**config.mk**
```make
export PLATFORM = sky130hd
export DESIGN_NAME = glitcbus_slave
export DESIGN_NICKNAME = d
export VERILOG_FILES = /design/src/rtl/glitcbus_slave.sv
export SDC_FILE = /design/constraint.sdc
export NUM_CORES = 1
export LEC_CHECK = 0
export CAP_MARGIN = 20
export CELL_PAD_IN_SITES_DETAIL_PLACEMENT = 0
export CELL_PAD_IN_SITES_GLOBAL_PLACEMENT = 1
export CORE_ASPECT_RATIO = 0.9
export CORE_MARGIN = 4
export CORE_UTILIZATION = 38
export DETAILED_ROUTE_END_ITERATION = 8
export PLACE_DENSITY = 0.9
export SYNTH_ARGS = -nofsm -noshare
export SYNTH_HDL_FRONTEND = slang
export SYNTH_SLANG_ARGS = --single-unit
```
**constraint.sdc**
```tcl
create_clock -name clk_i -period 2.9 [get_ports clk_i]
set_input_delay 0.435 -clock clk_i [delete_from_list [all_inputs] [get_ports clk_i]]
set_output_delay 0.435 -clock clk_i [all_outputs]
set_load 0.02 [all_outputs]
```
**src/rtl/glitcbus_slave.sv**
```systemverilog
// GLITC-side slave for the TISC GAD bus: two address bytes, then either four
// write bytes into a local write strobe, or a turnaround and four read bytes.
module glitcbus_slave #(
    parameter int unsigned TURN_CYCLES = 1
) (
    input  logic        clk_i,
    input  logic        rst_b_i,
    input  logic        gsel_b_i,
    input  logic        grdwr_b_i,
    input  logic [7:0]  gad_i,
    output logic [7:0]  gad_o,
    output logic        gad_t_o,
    output logic [15:0] adr_o,
    output logic [31:0] dat_o,
    output logic        wr_o,
    output logic        rd_o,
    input  logic [31:0] rd_dat_i
);

    typedef enum logic [2:0] {IDLE, ADR1, WDAT, TURN, RDAT, WAIT} state_t;

    localparam logic [1:0] TURN_LAST = 2'(TURN_CYCLES - 1);

    state_t      state_q, state_d;
    logic [1:0]  byte_q, byte_d;
    logic [1:0]  turn_q, turn_d;
    logic        rnw_q, rnw_d;
    logic [23:0] rbuf_q, rbuf_d;   // read bytes 1..3, byte 0 goes straight to gad_o
    logic [7:0]  gad_d;
    logic        gad_t_d;
    logic [15:0] adr_d;
    logic [31:0] dat_d;
    logic        wr_d, rd_d;

    always_comb begin
        state_d = state_q;
        byte_d  = byte_q;
        turn_d  = turn_q;
        rnw_d   = rnw_q;
        rbuf_d  = rbuf_q;
        gad_d   = gad_o;
        gad_t_d = 1'b1;
        adr_d   = adr_o;
        dat_d   = dat_o;
        wr_d    = 1'b0;
        rd_d    = 1'b0;
        unique case (state_q)
            IDLE: begin
                if (!gsel_b_i) begin
                    adr_d[7:0] = gad_i;
                    rnw_d      = grdwr_b_i;
                    state_d    = ADR1;
                end
            end
            ADR1: begin
                if (gsel_b_i) begin
                    state_d = IDLE;
                end else begin
                    adr_d[15:8] = gad_i;
                    byte_d      = '0;
                    turn_d      = '0;
                    if (rnw_q) begin
                        state_d = TURN;
                        rd_d    = (TURN_LAST == 2'd0);
                    end else begin
                        state_d = WDAT;
                    end
                end
            end
            WDAT: begin
                if (gsel_b_i) begin
                    byte_d  = '0;
                    state_d = IDLE;
                end else begin
                    dat_d[{byte_q, 3'b000} +: 8] = gad_i;
                    if (byte_q == 2'd3) begin
                        byte_d  = '0;
                        wr_d    = 1'b1;
                        state_d = WAIT;
                    end else begin
                        byte_d = byte_q + 2'd1;
                    end
                end
            end
            TURN: begin
                // rd_o is raised on entry to the last turnaround cycle so the
                // capture below lands on the edge that closes that cycle.
                if (gsel_b_i) begin
                    turn_d  = '0;
                    state_d = IDLE;
                end else if (turn_q == TURN_LAST) begin
                    gad_d   = rd_dat_i[7:0];
                    rbuf_d  = rd_dat_i[31:8];
                    gad_t_d = 1'b0;
                    byte_d  = '0;
                    turn_d  = '0;
                    state_d = RDAT;
                end else begin
                    turn_d = turn_q + 2'd1;
                    rd_d   = ((turn_q + 2'd1) == TURN_LAST);
                end
            end
            RDAT: begin
                if (gsel_b_i) begin
                    byte_d  = '0;
                    state_d = IDLE;
                end else if (byte_q == 2'd3) begin
                    byte_d  = '0;
                    state_d = WAIT;
                end else begin
                    gad_d   = rbuf_q[{byte_q, 3'b000} +: 8];
                    gad_t_d = 1'b0;
                    byte_d  = byte_q + 2'd1;
                end
            end
            WAIT: begin
                if (gsel_b_i) begin
                    state_d = IDLE;
                end
            end
            default: state_d = IDLE;
        endcase
    end

    always_ff @(posedge clk_i or negedge rst_b_i) begin
        if (!rst_b_i) begin
            state_q <= IDLE;
            byte_q  <= '0;
            turn_q  <= '0;
            rnw_q   <= 1'b0;
            rbuf_q  <= '0;
            gad_o   <= '0;
            gad_t_o <= 1'b1;
            adr_o   <= '0;
            dat_o   <= '0;
            wr_o    <= 1'b0;
            rd_o    <= 1'b0;
        end else begin
            state_q <= state_d;
            byte_q  <= byte_d;
            turn_q  <= turn_d;
            rnw_q   <= rnw_d;
            rbuf_q  <= rbuf_d;
            gad_o   <= gad_d;
            gad_t_o <= gad_t_d;
            adr_o   <= adr_d;
            dat_o   <= dat_d;
            wr_o    <= wr_d;
            rd_o    <= rd_d;
        end
    end

endmodule
```
==> results <==
- The flow ran to the end, and the final reports show no timing, DRC or antenna violations.
- The number of design rule violations left after detail routing is 0.
- Measured along the y axis, the die boundary spans 106 um.
- The number of global-route vias before repair is 3,003.
- The count of clock tree sinks is 91.
- The sequential share of the synthesized area is 56.6%.
- Among all cell types in the netlist, the one instantiated most often is sky130_fd_sc_hd__dfrtp_1.
- The largest net degree at the start of global routing is 48.
- The max-cap violation count is 0.
- The number of buffers inserted by hold repair at cts is 0.
- sky130_fd_sc_hd__dfrtp_1 takes more of the synthesized area than any other cell.
- Counting distinct cell types in the post-synthesis netlist gives 39.
- Synthesis inferred 91 register bits.
- Clock skew on the completed layout was measured at 0.00891 ns.
- The I/O pin total is 103.
- The count of pins over their slew limit is 0.
- The net count of the mapped netlist is 392.
- Port buffering added 102 buffers.
- The final critical path takes up 79.7% of the cycle.
- The floorplan step defined a die boundary enclosing 12,300 sq um.
- The starting DRC count in detailed routing is 125.
- No sink is reached through more buffers than the 2 on the longest clock path.
- The cell area after placement is 5140 sq um.
- On the final layout, the worst hold slack is 0.102 ns.
- The share of final-layout standard cells stronger than drive strength 1 is 16.6%.
- Summing internal, switching and leakage power gives 0.00492 W.
- For the final routed database, the setup TNS stands at 0 ns.
- The count of cells resized by post-cts repair is 0.
- The arrival time reported for the critical path endpoint is 2.58 ns.
- STA classifies the critical path endpoint as a flip-flop.
- The repair_antennas step left the layout with diodes totalling 0.
- The area fraction of the dominant cell type after synthesis is 56.0%.
- The worst path in the final design needs a cycle of 2.31 ns, including I/O delays and setup.
- The required arrival time at the worst endpoint is 3.17 ns.
- The detailed router placed 2,875 vias in this run.
- The global-route usage over all layers is 16.0%.
- The wire-length estimate of the detail-placed layout is 7010 um.
- Relative to the synthesized area, the layout overhead comes to 35.7%.
- The placer congestion estimate is 0.803.
- The number of detailed-route iterations in the first pass is 4.
- Dividing total power by cell area gives a power density of 902 nW/um^2.
- In the final routed layout, each cell accounts on average for 16.4 um.
- Setup repair after global routing left no endpoint under its margin.
- Counting flops with a built-in enable in the synthesized netlist gives 0.
- The worst-skew pair later-pin latency is 0.34 ns.
- Of all nets on the critical path, the largest fanout is 20.
- Clock-pin slew was measured on the worst setup and hold paths at 0.07 ns.
- The number of antenna violations at the first check in global routing came to 0.
- The synthesis warning total is 0.
- The ratio of routed vias to standard cells is 5.00.
- Across the VDD grid, the largest voltage drop is 365 uV.
- From left edge to right edge, the die measures 116 um.
- Measured against its own limit, the worst slew margin works out to 57.0%.
- The buffer cell driving the clock tree root is sky130_fd_sc_hd__clkbuf_16.
- The netlist area before placement is 4030 sq um.
- The total core area is 10,300 sq um.
- The placement row count is 35.
- At the pin with the least slew margin, the transition time is 0.640 ns.
- With fillers left out, the area of the finished cells amounts to 5460 sq um.
- The overall overflow remaining after global route is 0.
- Counting the buffers created by CTS gives 9.
- The final layout contains 493 nets.
- After detailed routing, the total wire length is 9440 um.
- The static power due to leakage is 2.27 nW.
- TritonCTS built the clock tree.
- The initial cell density of the core is 39.1%.
- Measured on the finished design, the core utilization comes to 53.1%.
- The critical path launch point is byte_q[1].
- By count the netlist is led by sky130_fd_sc_hd__dfrtp_1 (90), sky130_fd_sc_hd__nand2_1 (59), sky130_fd_sc_hd__mux2_2 (41).
- The leading register cell type out of synthesis is sky130_fd_sc_hd__dfrtp_1.
- The proportion of register bits with asynchronous set or reset after synthesis is 100%.
- The first global-routing pass estimated 15,400 um of wire.
- Static timing analysis puts the maximum clock frequency at 0.433 GHz.
- The category of the critical setup timing path is reg2reg.
- In this run the critical register-to-register path is launched from byte_q[1].
- Setup violations remaining at the end of the flow were counted as 0.
- The average instance in the mapped netlist occupies 11.8 sq um.
- Ranked by total cell area, the synthesized netlist is headed by sky130_fd_sc_hd__dfrtp_1 (56%), sky130_fd_sc_hd__mux2_2 (11%), sky130_fd_sc_hd__nand2_1 (5.5%).
- In this run the remaining antenna-violating nets after routing total 0.
- The post-CTS setup-driven buffer insertion count is 0.
- The worst setup path is launched from a flip-flop.
- The number of H-tree branching levels is 3.
- Counting every instance in the synthesized netlist gives 340.
- The type of the worst min-delay path is in2async.
- The final hold violation count is 0.
## final cells by class
class,count,area (sq um)
multi-input cells,224,1610
flip-flops and latches,91,2280
repair buffers,108,1060
clock inverters,6,96.3
clock buffers,10,229
inverters,7,26.3
well taps,129,161
fillers,885,4830
## power by group
| part | switching (W) | internal [W] |
|---|---|---|
| logic | 0.000820 | 0.000881 |
| registers | 0.000297 | 0.00166 |
| clock network | 0.000496 | 0.000768 |
## cells by family after synthesis
| group | after synthesis | share of synthesized area [%] |
|---|---|---|
| fa+ha+maj | 8 | 2.49 |
| xor+xnor | 1 | 0.218 |
| flops | 91 | 56.6 |
| simple gates | 94 | 12.4 |
| buf+inv | 25 | 3.48 |
| mux | 50 | 13.7 |
| compound gates | 71 | 11.1 |
## worst paths after layout
kind	endpoint	slack [ns]	cells after the start
max	dat_o[24]	0.59	5
min	rbuf_q[17]	0.10	1
max reg2reg	dat_o[24]	0.59	5
min reg2reg	dat_o[3]	0.48	2
max in group asynchronous	gad_t_o	2.02	2
min in group clk_i	dat_o[3]	0.48	2
## cell usage in the layout (no fill, tap or decap), drive strengths merged, types with 7 or more instances in the layout
| cell | netlist | routed |
|---|---|---|
| nand3b | 8 | 8 |
| buf | 11 | 7 |
| dfrtp | 90 | 90 |
| mux2 | 41 | 41 |
| a22o | 14 | 14 |
| o211ai | 8 | 8 |
| mux2i | 9 | 9 |
| nor3 | 7 | 7 |
| clkbuf | 7 | 10 |
| clkdlybuf4s50 | 0 | 101 |
| ha | 8 | 8 |
| nand2 | 60 | 60 |
| inv | 7 | 10 |
| o21ai | 39 | 39 |
## stage by stage
step | instances | setup slack (ns)
3_3_place_gp | 559 | 0.699
2_1_floorplan | 340 | 0.847
6_report | 575 | 0.589
5_1_grt | 575 | 0.371
3_5_place_dp | 559 | 0.605
4_1_cts | 575 | 0.584
## routing by layer
layer	GRT usage, %	up-vias	routed length, um
met2	25.6	49	4750
met5	0	-	0
li1	-	1390	-
met1	21.7	1427	4180
met4	4.97	0	121
met3	3.50	9	389
## worst max-delay path: stages, from the launching register on
cell and delay, ns:
sky130_fd_sc_hd__dfrtp_1 0.73, sky130_fd_sc_hd__inv_1 0.19, sky130_fd_sc_hd__ha_1 0.39, sky130_fd_sc_hd__nor3_1 0.37, sky130_fd_sc_hd__nor3b_2 0.39, sky130_fd_sc_hd__a22o_1 0.19
## registers in the layout (all words and copies together), names as in the netlist, 2 cells and up
signal   count
adr_o       16
byte_q       2
dat_o       32
gad_o        8
rbuf_q      24
state_q      3
turn_q       2
Note: power is estimated with default switching activity, not from simulation.
